--- src/rtl/hilo_mult_sequencer.sv ---
// HI/LO owner and multi-cycle multiply sequencer for the EX stage.
// Optional HILO_FAST_MULT_EN: single-cycle product instead of shift-add.
module hilo_mult_sequencer #(
    parameter int WIDTH = 32
) (
    input  logic             Clk,
    input  logic             Rst,
    input  logic             Start,
    input  logic [5:0]       ALUOp,
    input  logic [WIDTH-1:0] A,
    input  logic [WIDTH-1:0] B,
    input  logic             Flush,
    output logic             Busy,
    output logic             Stall,
    output logic             Done,
    output logic [WIDTH-1:0] Result,
    output logic [WIDTH-1:0] HI,
    output logic [WIDTH-1:0] LO
);

    localparam logic [5:0] OP_MADD  = 6'd2;
    localparam logic [5:0] OP_MUL   = 6'd5;
    localparam logic [5:0] OP_MSUB  = 6'd8;
    localparam logic [5:0] OP_MFHI  = 6'd15;
    localparam logic [5:0] OP_MTHI  = 6'd16;
    localparam logic [5:0] OP_MFLO  = 6'd17;
    localparam logic [5:0] OP_MTLO  = 6'd18;
    localparam logic [5:0] OP_MULT  = 6'd19;
    localparam logic [5:0] OP_MULTU = 6'd20;

    typedef enum logic [1:0] {
        IDLE,
        MUL,
        FIX,
        WB
    } state_t;

    state_t               state;
    logic [5:0]           op_q;
    logic                 sign_q;
    logic [2*WIDTH-1:0]   acc_q;
    logic [WIDTH-1:0]     hi_q;
    logic [WIDTH-1:0]     lo_q;
    logic [WIDTH-1:0]     result_q;
    logic                 busy_q;
    logic                 done_q;

    logic                 accept;
    logic                 rd_hi;
    logic                 rd_lo;
    logic                 is_unsigned;
    logic [WIDTH-1:0]     ua;
    logic [WIDTH-1:0]     ub;
    logic                 neg_in;
    logic [2*WIDTH-1:0]   hilo;
    logic [2*WIDTH-1:0]   madd_sum;
    logic [2*WIDTH-1:0]   msub_dif;

    // Operand conditioning: magnitudes for signed ops, raw for multu
    assign accept      = Start & ~Flush & (state == IDLE);
    assign is_unsigned = (ALUOp == OP_MULTU);
    assign ua          = (!is_unsigned && A[WIDTH-1]) ? -A : A;
    assign ub          = (!is_unsigned && B[WIDTH-1]) ? -B : B;
    assign neg_in      = !is_unsigned && (A[WIDTH-1] ^ B[WIDTH-1]);

    assign hilo     = {hi_q, lo_q};
    assign madd_sum = hilo + acc_q;
    assign msub_dif = hilo - acc_q;

    // Reads of HI/LO bypass to Result in the issue cycle
    assign rd_hi  = Rst & accept & (ALUOp == OP_MFHI);
    assign rd_lo  = Rst & accept & (ALUOp == OP_MFLO);
    assign Result = rd_hi ? hi_q : (rd_lo ? lo_q : result_q);

    assign Busy  = busy_q;
    assign Done  = done_q;
    assign Stall = Start & busy_q;
    assign HI    = hi_q;
    assign LO    = lo_q;

`ifdef HILO_FAST_MULT_EN
    logic [2*WIDTH-1:0] fast_prod;
    assign fast_prod = {{WIDTH{1'b0}}, ua} * {{WIDTH{1'b0}}, ub};
`else
    localparam int CW = (WIDTH > 1) ? $clog2(WIDTH) : 1;
    logic [CW-1:0]      cnt_q;
    logic [WIDTH-1:0]   mcand_q;
    logic [WIDTH:0]     add_sum;
    logic [2*WIDTH-1:0] mul_step;
    assign add_sum  = {1'b0, acc_q[2*WIDTH-1:WIDTH]} + {1'b0, mcand_q};
    assign mul_step = acc_q[0] ? {add_sum, acc_q[WIDTH-1:1]}
                               : {1'b0, acc_q[2*WIDTH-1:1]};
`endif

    // Sequencer FSM owning HI/LO, Result and the handshake flags
    always_ff @(posedge Clk or negedge Rst) begin
        if (!Rst) begin
            state    <= IDLE;
            op_q     <= '0;
            sign_q   <= 1'b0;
            acc_q    <= '0;
            hi_q     <= '0;
            lo_q     <= '0;
            result_q <= '0;
            busy_q   <= 1'b0;
            done_q   <= 1'b0;
`ifndef HILO_FAST_MULT_EN
            cnt_q    <= '0;
            mcand_q  <= '0;
`endif
        end else begin
            unique case (state)
                IDLE: begin
                    done_q <= 1'b0;
                    if (accept) begin
                        case (ALUOp)
                            OP_MTHI: hi_q     <= A;
                            OP_MTLO: lo_q     <= A;
                            OP_MFHI: result_q <= hi_q;
                            OP_MFLO: result_q <= lo_q;
                            OP_MADD, OP_MUL, OP_MSUB,
                            OP_MULT, OP_MULTU: begin
                                op_q   <= ALUOp;
                                sign_q <= neg_in;
                                busy_q <= 1'b1;
`ifdef HILO_FAST_MULT_EN
                                acc_q  <= fast_prod;
                                state  <= FIX;
`else
                                acc_q   <= {{WIDTH{1'b0}}, ub};
                                mcand_q <= ua;
                                cnt_q   <= CW'(WIDTH - 1);
                                state   <= MUL;
`endif
                            end
                            default: ;
                        endcase
                    end
                end
                MUL: begin
`ifdef HILO_FAST_MULT_EN
                    state  <= IDLE;
                    busy_q <= 1'b0;
`else
                    if (Flush) begin
                        state  <= IDLE;
                        busy_q <= 1'b0;
                    end else begin
                        acc_q <= mul_step;
                        if (cnt_q == '0)
                            state <= FIX;
                        else
                            cnt_q <= cnt_q - CW'(1);
                    end
`endif
                end
                FIX: begin
                    if (Flush) begin
                        state  <= IDLE;
                        busy_q <= 1'b0;
                    end else begin
                        if (sign_q)
                            acc_q <= -acc_q;
                        state  <= WB;
                        done_q <= 1'b1;
                    end
                end
                WB: begin
                    state  <= IDLE;
                    busy_q <= 1'b0;
                    done_q <= 1'b0;
                    if (!Flush) begin
                        case (op_q)
                            OP_MULT, OP_MULTU: {hi_q, lo_q} <= acc_q;
                            OP_MADD:           {hi_q, lo_q} <= madd_sum;
                            OP_MSUB:           {hi_q, lo_q} <= msub_dif;
                            OP_MUL:            result_q <= acc_q[WIDTH-1:0];
                            default: ;
                        endcase
                    end
                end
                default: begin
                    state  <= IDLE;
                    busy_q <= 1'b0;
                    done_q <= 1'b0;
                end
            endcase
        end
    end

endmodule

--- config.mk ---
export PLATFORM = sky130hd
export DESIGN_NAME = hilo_mult_sequencer
export DESIGN_NICKNAME = d
export VERILOG_FILES = /design/src/rtl/hilo_mult_sequencer.sv
export SDC_FILE = /design/constraint.sdc
export NUM_CORES = 1
export LEC_CHECK = 0
export ABC_AREA = 1
export BUFFER_PORTS_ARGS = -buffer_cell sky130_fd_sc_hd__buf_2
export CAP_MARGIN = 25
export CORE_MARGIN = 2
export CORE_UTILIZATION = 64
export DETAILED_ROUTE_END_ITERATION = 12
export PLACE_DENSITY = 0.92
export SETUP_SLACK_MARGIN = 0.15
export SLEW_MARGIN = 20
export SYNTH_ARGS = -nofsm -noshare
export SYNTH_HDL_FRONTEND = slang
export SYNTH_SLANG_ARGS = --single-unit
export TNS_END_PERCENT = 30
--- constraint.sdc ---
create_clock -name Clk -period 2.7 [get_ports Clk]
set_input_delay 0.27 -clock Clk [delete_from_list [all_inputs] [get_ports Clk]]
set_output_delay 0.27 -clock Clk [all_outputs]
set_load 0.01 [all_outputs]
==> metrics.txt, run 1 <==
status did not finish; Failed at global routing; Err [ERROR GRT-0116] Global routing finished with congestion. Check the congestion regions in the DRC Viewer.; vias in the first global route 43,700; I/O Buffers 172; Total GRT Usage 74.2%; Die Wd 217 um; row count 78; mapped cell area 0.0291 mm^2; syn_nets 5,612; Netlist cell types 59; placed insts 6,278; root buffer cell clkbuf_16; routability congestion estimate 1.25; post-synthesis sequential area ratio 17.9%; Max clock buf depth 3; Ys Warns 0; total congestion overflow 5; first-pass GRT wire length 263,000 um; Die Span Y 217 um; Top FF cell, synth dfrtp_1; async set-reset flop share out of synthesis 100%; starting density of the core 64.5%; H-tree level count 1; CTS Buf Count 25; Ports 173; syn_area_per_cell 5.42 um^2; Area after DPL 0.0325 mm^2; Post-synth EDFFs 0; dpl hpwl 107,000 um; clock sinks 208; Cells after Synth 5,367; Yosys reg bits 208; largest net degree at the start of global routing 131
-- kinds of logic after synthesis --
| group | synth area share [%] |
|---|---|
| simple gates | 41.9 |
| flops | 17.9 |
| compound gates | 16.0 |
| fa+ha+maj | 7.43 |
| buf+inv | 14.7 |
| xor+xnor | 2.02 |
-- synthesized netlist by cell type, types with 6 or more instances --
cell         n  area [um^2]
nand2_1   1796         6740
inv_1      900         3380
nor2_1     564         2120
nand3_1    398         1990
o21ai_0    315         1580
a21oi_1    301         1510
dfrtp_1    208         5200
ha_1       168         2100
clkbuf_1   100          375
o21ai_1     66          330
nand4_1     64          400
buf_2       60          300
nor3_1      57          285
xor2_1      56          490
a21boi_1    23          173
o211ai_1    23          173
o31ai_1     22          165
inv_2       21         78.8
a211oi_1    19          143
a22oi_1     15          113
clkinv_1    15         56.3
nor4_1      13         81.3
o21bai_1    13         97.6
o22ai_1     12         75.1
nor2_2      11         68.8
xnor2_1     11         96.3
a31oi_1     10         62.6
nand2_2     10         62.6
a21o_1       7         52.6
nand3b_1     7         52.6
nor2_4       7         78.8
and2_1       6         37.5
o221ai_1     6         52.6
-- per-layer routing --
layer	overflow	global-route usage (%)
met3	0	64.2
met4	3	69.1
met5	0	44.5
met1	0	74.6
met2	2	86.7
-- through the flow --
step	setup slack [ns]	setup TNS [ns]
CTS	0.0262	0
detailed placement	-0.0546	-0.270
global placement	0.00118	0
floorplan	0.318	0
-- repair_timing --
item | in CTS
endpoints found under the hold margin | 40
hold buffers | 3
gates resized for setup | 143
endpoints found under the setup margin | 93
cloned | 7
buffers inserted | 17
pin swaps | 16
==> inputs of run 2 (changes only) <==
--- a/config.mk
+++ b/config.mk
@@ -9,10 +9,9 @@
 export BUFFER_PORTS_ARGS = -buffer_cell sky130_fd_sc_hd__buf_2
 export CAP_MARGIN = 25
 export CORE_MARGIN = 2
-export CORE_UTILIZATION = 64
+export CORE_UTILIZATION = 40
 export DETAILED_ROUTE_END_ITERATION = 12
-export PLACE_DENSITY = 0.92
-export SETUP_SLACK_MARGIN = 0.15
+export PLACE_DENSITY_LB_ADDON = 0.15
 export SLEW_MARGIN = 20
 export SYNTH_ARGS = -nofsm -noshare
 export SYNTH_HDL_FRONTEND = slang
==> run 2 against run 1 <==
Against the previous run: the flow now finishes, with violations (negative setup slack); synthesized area did not move; synthesized cell count stayed put.
==> metrics.txt, run 2 <==
total chip power 52,200 uW; P_sw 30,000 uW; largest area contributor in the netlist nand2_1; post-synthesis sequential area ratio 17.9% (unchanged); most common cell after layout, fill and taps aside nand2_1; hold_sp A[18]; Final ANT Viol Nets 0; number of flip-flops in the largest register 64; crit path kind flop to output pin; Critical Path Start state[1]; WHS Path Cells 3; Fmax 343 MHz; min setup slack post-route -0.212 ns; Area Overhead vs Synth 32.5%; Final Hold Viols 0; status complete, but fails checks; Die Span Y 274 um (+26%); largest cells by area after synthesis nand2_1, dfrtp_1, inv_1, nor2_1, ha_1; syn_nets 5,612 (unchanged); CTS tree done; type of origin of the critical path flop; routability congestion estimate 1.08 (-14%); Worst Path Arrival 2.64 ns; Yosys reg bits 208 (unchanged); starting density of the core 40.6% (-24 points); worst-margin pin slew 0.995 ns; most common library cells after synthesis nand2_1, inv_1, nor2_1; largest reg by FF count acc_q; maxcap violations 0; Vias per Instance 5.44; number of DRC markers in iteration 0 4,522; first-pass GRT wire length 231,000 um; min Tclk post-route 2.91 ns; Clock Power Share 8.4%; most frequent cells in the layout nand2_1, inv_1, buf_4, nor2_1, nand3_1; CP Max Fanout 5; non-filler cells, final 7,020; FILL cells 7,670; worst skew pair latency 0.64 ns; mapped cell area 0.0291 mm^2 (unchanged); Flop pwr share 10.8%; Die Wd 274 um (+26%); vias in the first global route 35,100; Core Box Area 0.0717 mm^2; initial antenna violation count 2; Hold WS 0.0200 ns; clock sinks 208 (unchanged); crit end category output pin; Leak 0.0206 uW; Pint 22,200 uW; row count 98 (+26%); dpl hpwl 136,000 um (+28%); total congestion overflow 0; most frequent cell after synthesis nand2_1; CTS Buf Count 30 (+20%); r2r worst-path depth 17; final wirelength 165,000 um; Max clock buf depth 3 (unchanged); placed insts 6,927 (+10%); diodes inserted 0; Cells after Synth 5,367 (unchanged); Top FF cell, synth dfrtp_1; Logic pwr share 80.8%; Ports 173 (unchanged); reg-to-reg endpoint acc_q[58]; I/O Buffers 172 (unchanged); worst setup path end Result[29]; unrepaired setup endpoints after global routing yes; relative slew slack 33.4%; reg-to-reg slack, setup 0.02 ns; Ys Warns 0 (unchanged); Sum Neg Setup Slack -3.89 ns; CP Data Required Time 2.43 ns; Post-synth EDFFs 0 (unchanged); Worst-path clk slew 0.06 ns; syn_area_per_cell 5.42 um^2 (unchanged); async set-reset flop share out of synthesis 100% (unchanged); Crit Reg-Reg Startpoint acc_q[5]; register area 0.00522 mm^2; # nets final 6,292; top-area cell type share of the netlist area 23.2% (unchanged); largest net degree at the start of global routing 139; WL/cell 23.4 um; root buffer cell clkbuf_16; area occupied by multi-input gates 0.0213 mm^2; violated checks negative setup slack; DRC 0; Total GRT Usage 42.5%; Netlist cell types 59 (unchanged); Finished Core Util 53.7%; Pwr Density 1350 mW/mm^2; Worst IR Drop VDD 1.13 mV; share of cells above drive strength 1 21.9%; First-pass DRT Iterations 6; Final period util 108%; worst hold path class primary input to flop; Final setup viols 32; H-tree level count 1 (unchanged); Fin Clk Skew 0.0461 ns; Die ar. 0.0749 mm^2; Final Slew Violations 0; switching portion of total power 57.5%; via count 38,200
## run 2: cell counts after synthesis
No cell type changed its count.
## run 2: routing by layer
metal | part of all wire (%) | vias up | track usage [%]
li1 | - | 18300 | -
met1 | 42 | 17500 | 58.0
met2 | 40 | 2099 | 61.1
met3 | 12 | 325 | 11.7
met4 | 5.9 | 0 | 20.8
met5 | 0 | - | 0
## run 2: worst min path at each step
stage | end | slack (ns)
final | mcand_q[18] | 0.02
after CTS | mcand_q[11] | 0.02
after floorplan | Busy | -0.03
after global placement | mcand_q[26] | 0.21
after detailed placement | mcand_q[26] | 0.21
after global routing | mcand_q[15] | 0.04
## run 2: what timing repair did
item	4_1_cts	5_1_grt
gates cloned	6	1
hold buffers	9	0
buffers inserted	7	15
resized for setup	99	398
endpoints found under the hold margin	21	0
endpoints found under the setup margin	73	101
pin swaps	4	38
## run 2: critical path, stage by stage, from the launching register on
cell and delay, ns:
dfrtp_1 0.39, inv_2 0.09, ha_4 0.17, inv_6 0.05
nor3_4 0.28, nand2_4 0.18, clkbuf_16 0.21, a211oi_2 0.24
a21oi_2 0.07, buf_4 0.17, buf_4 0.14
## run 2: kinds of logic (layout without fill, tap and decap cells)
| family | after synthesis | after routing | synth area share (%) |
|---|---|---|---|
| flops | 208 | 208 | 17.9 |
| buf+inv | 1111 | 1814 | 14.7 |
| compound gates | 849 | 849 | 16.0 |
| xor+xnor | 67 | 67 | 2.02 |
| fa+ha+maj | 171 | 171 | 7.43 |
| simple gates | 2961 | 2961 | 41.9 |
## run 2: metrics by stage
stage	cell area (um^2)	setup WS (ns)
finish	38600	-0.212
floorplan	29100	0.318
global route	38600	-0.241
detailed placement	35300	-0.213
CTS	37000	-0.0992
global placement	35300	-0.230
## run 2: layout make-up
cell class	count	area share, %
Inverter	936	9.16
Sequential cell	208	13.5
Tap cell	950	3.08
Timing Repair Buffer	823	16.2
Multi-Input combinational cell	4048	55.3
Clock buffer	43	2.23
Clock inverter	12	0.464
## run 2: power by group through the flow
stage	Combinational [uW]	Sequential, uW	Clock (uW)
after floorplan	19000	5720	0
after global placement	37400	5450	0
after detailed placement	37400	5450	0
after CTS	38000	5440	4360
after global routing	44800	5750	4490
final	42200	5660	4360
(Power assumes the default switching activity.)
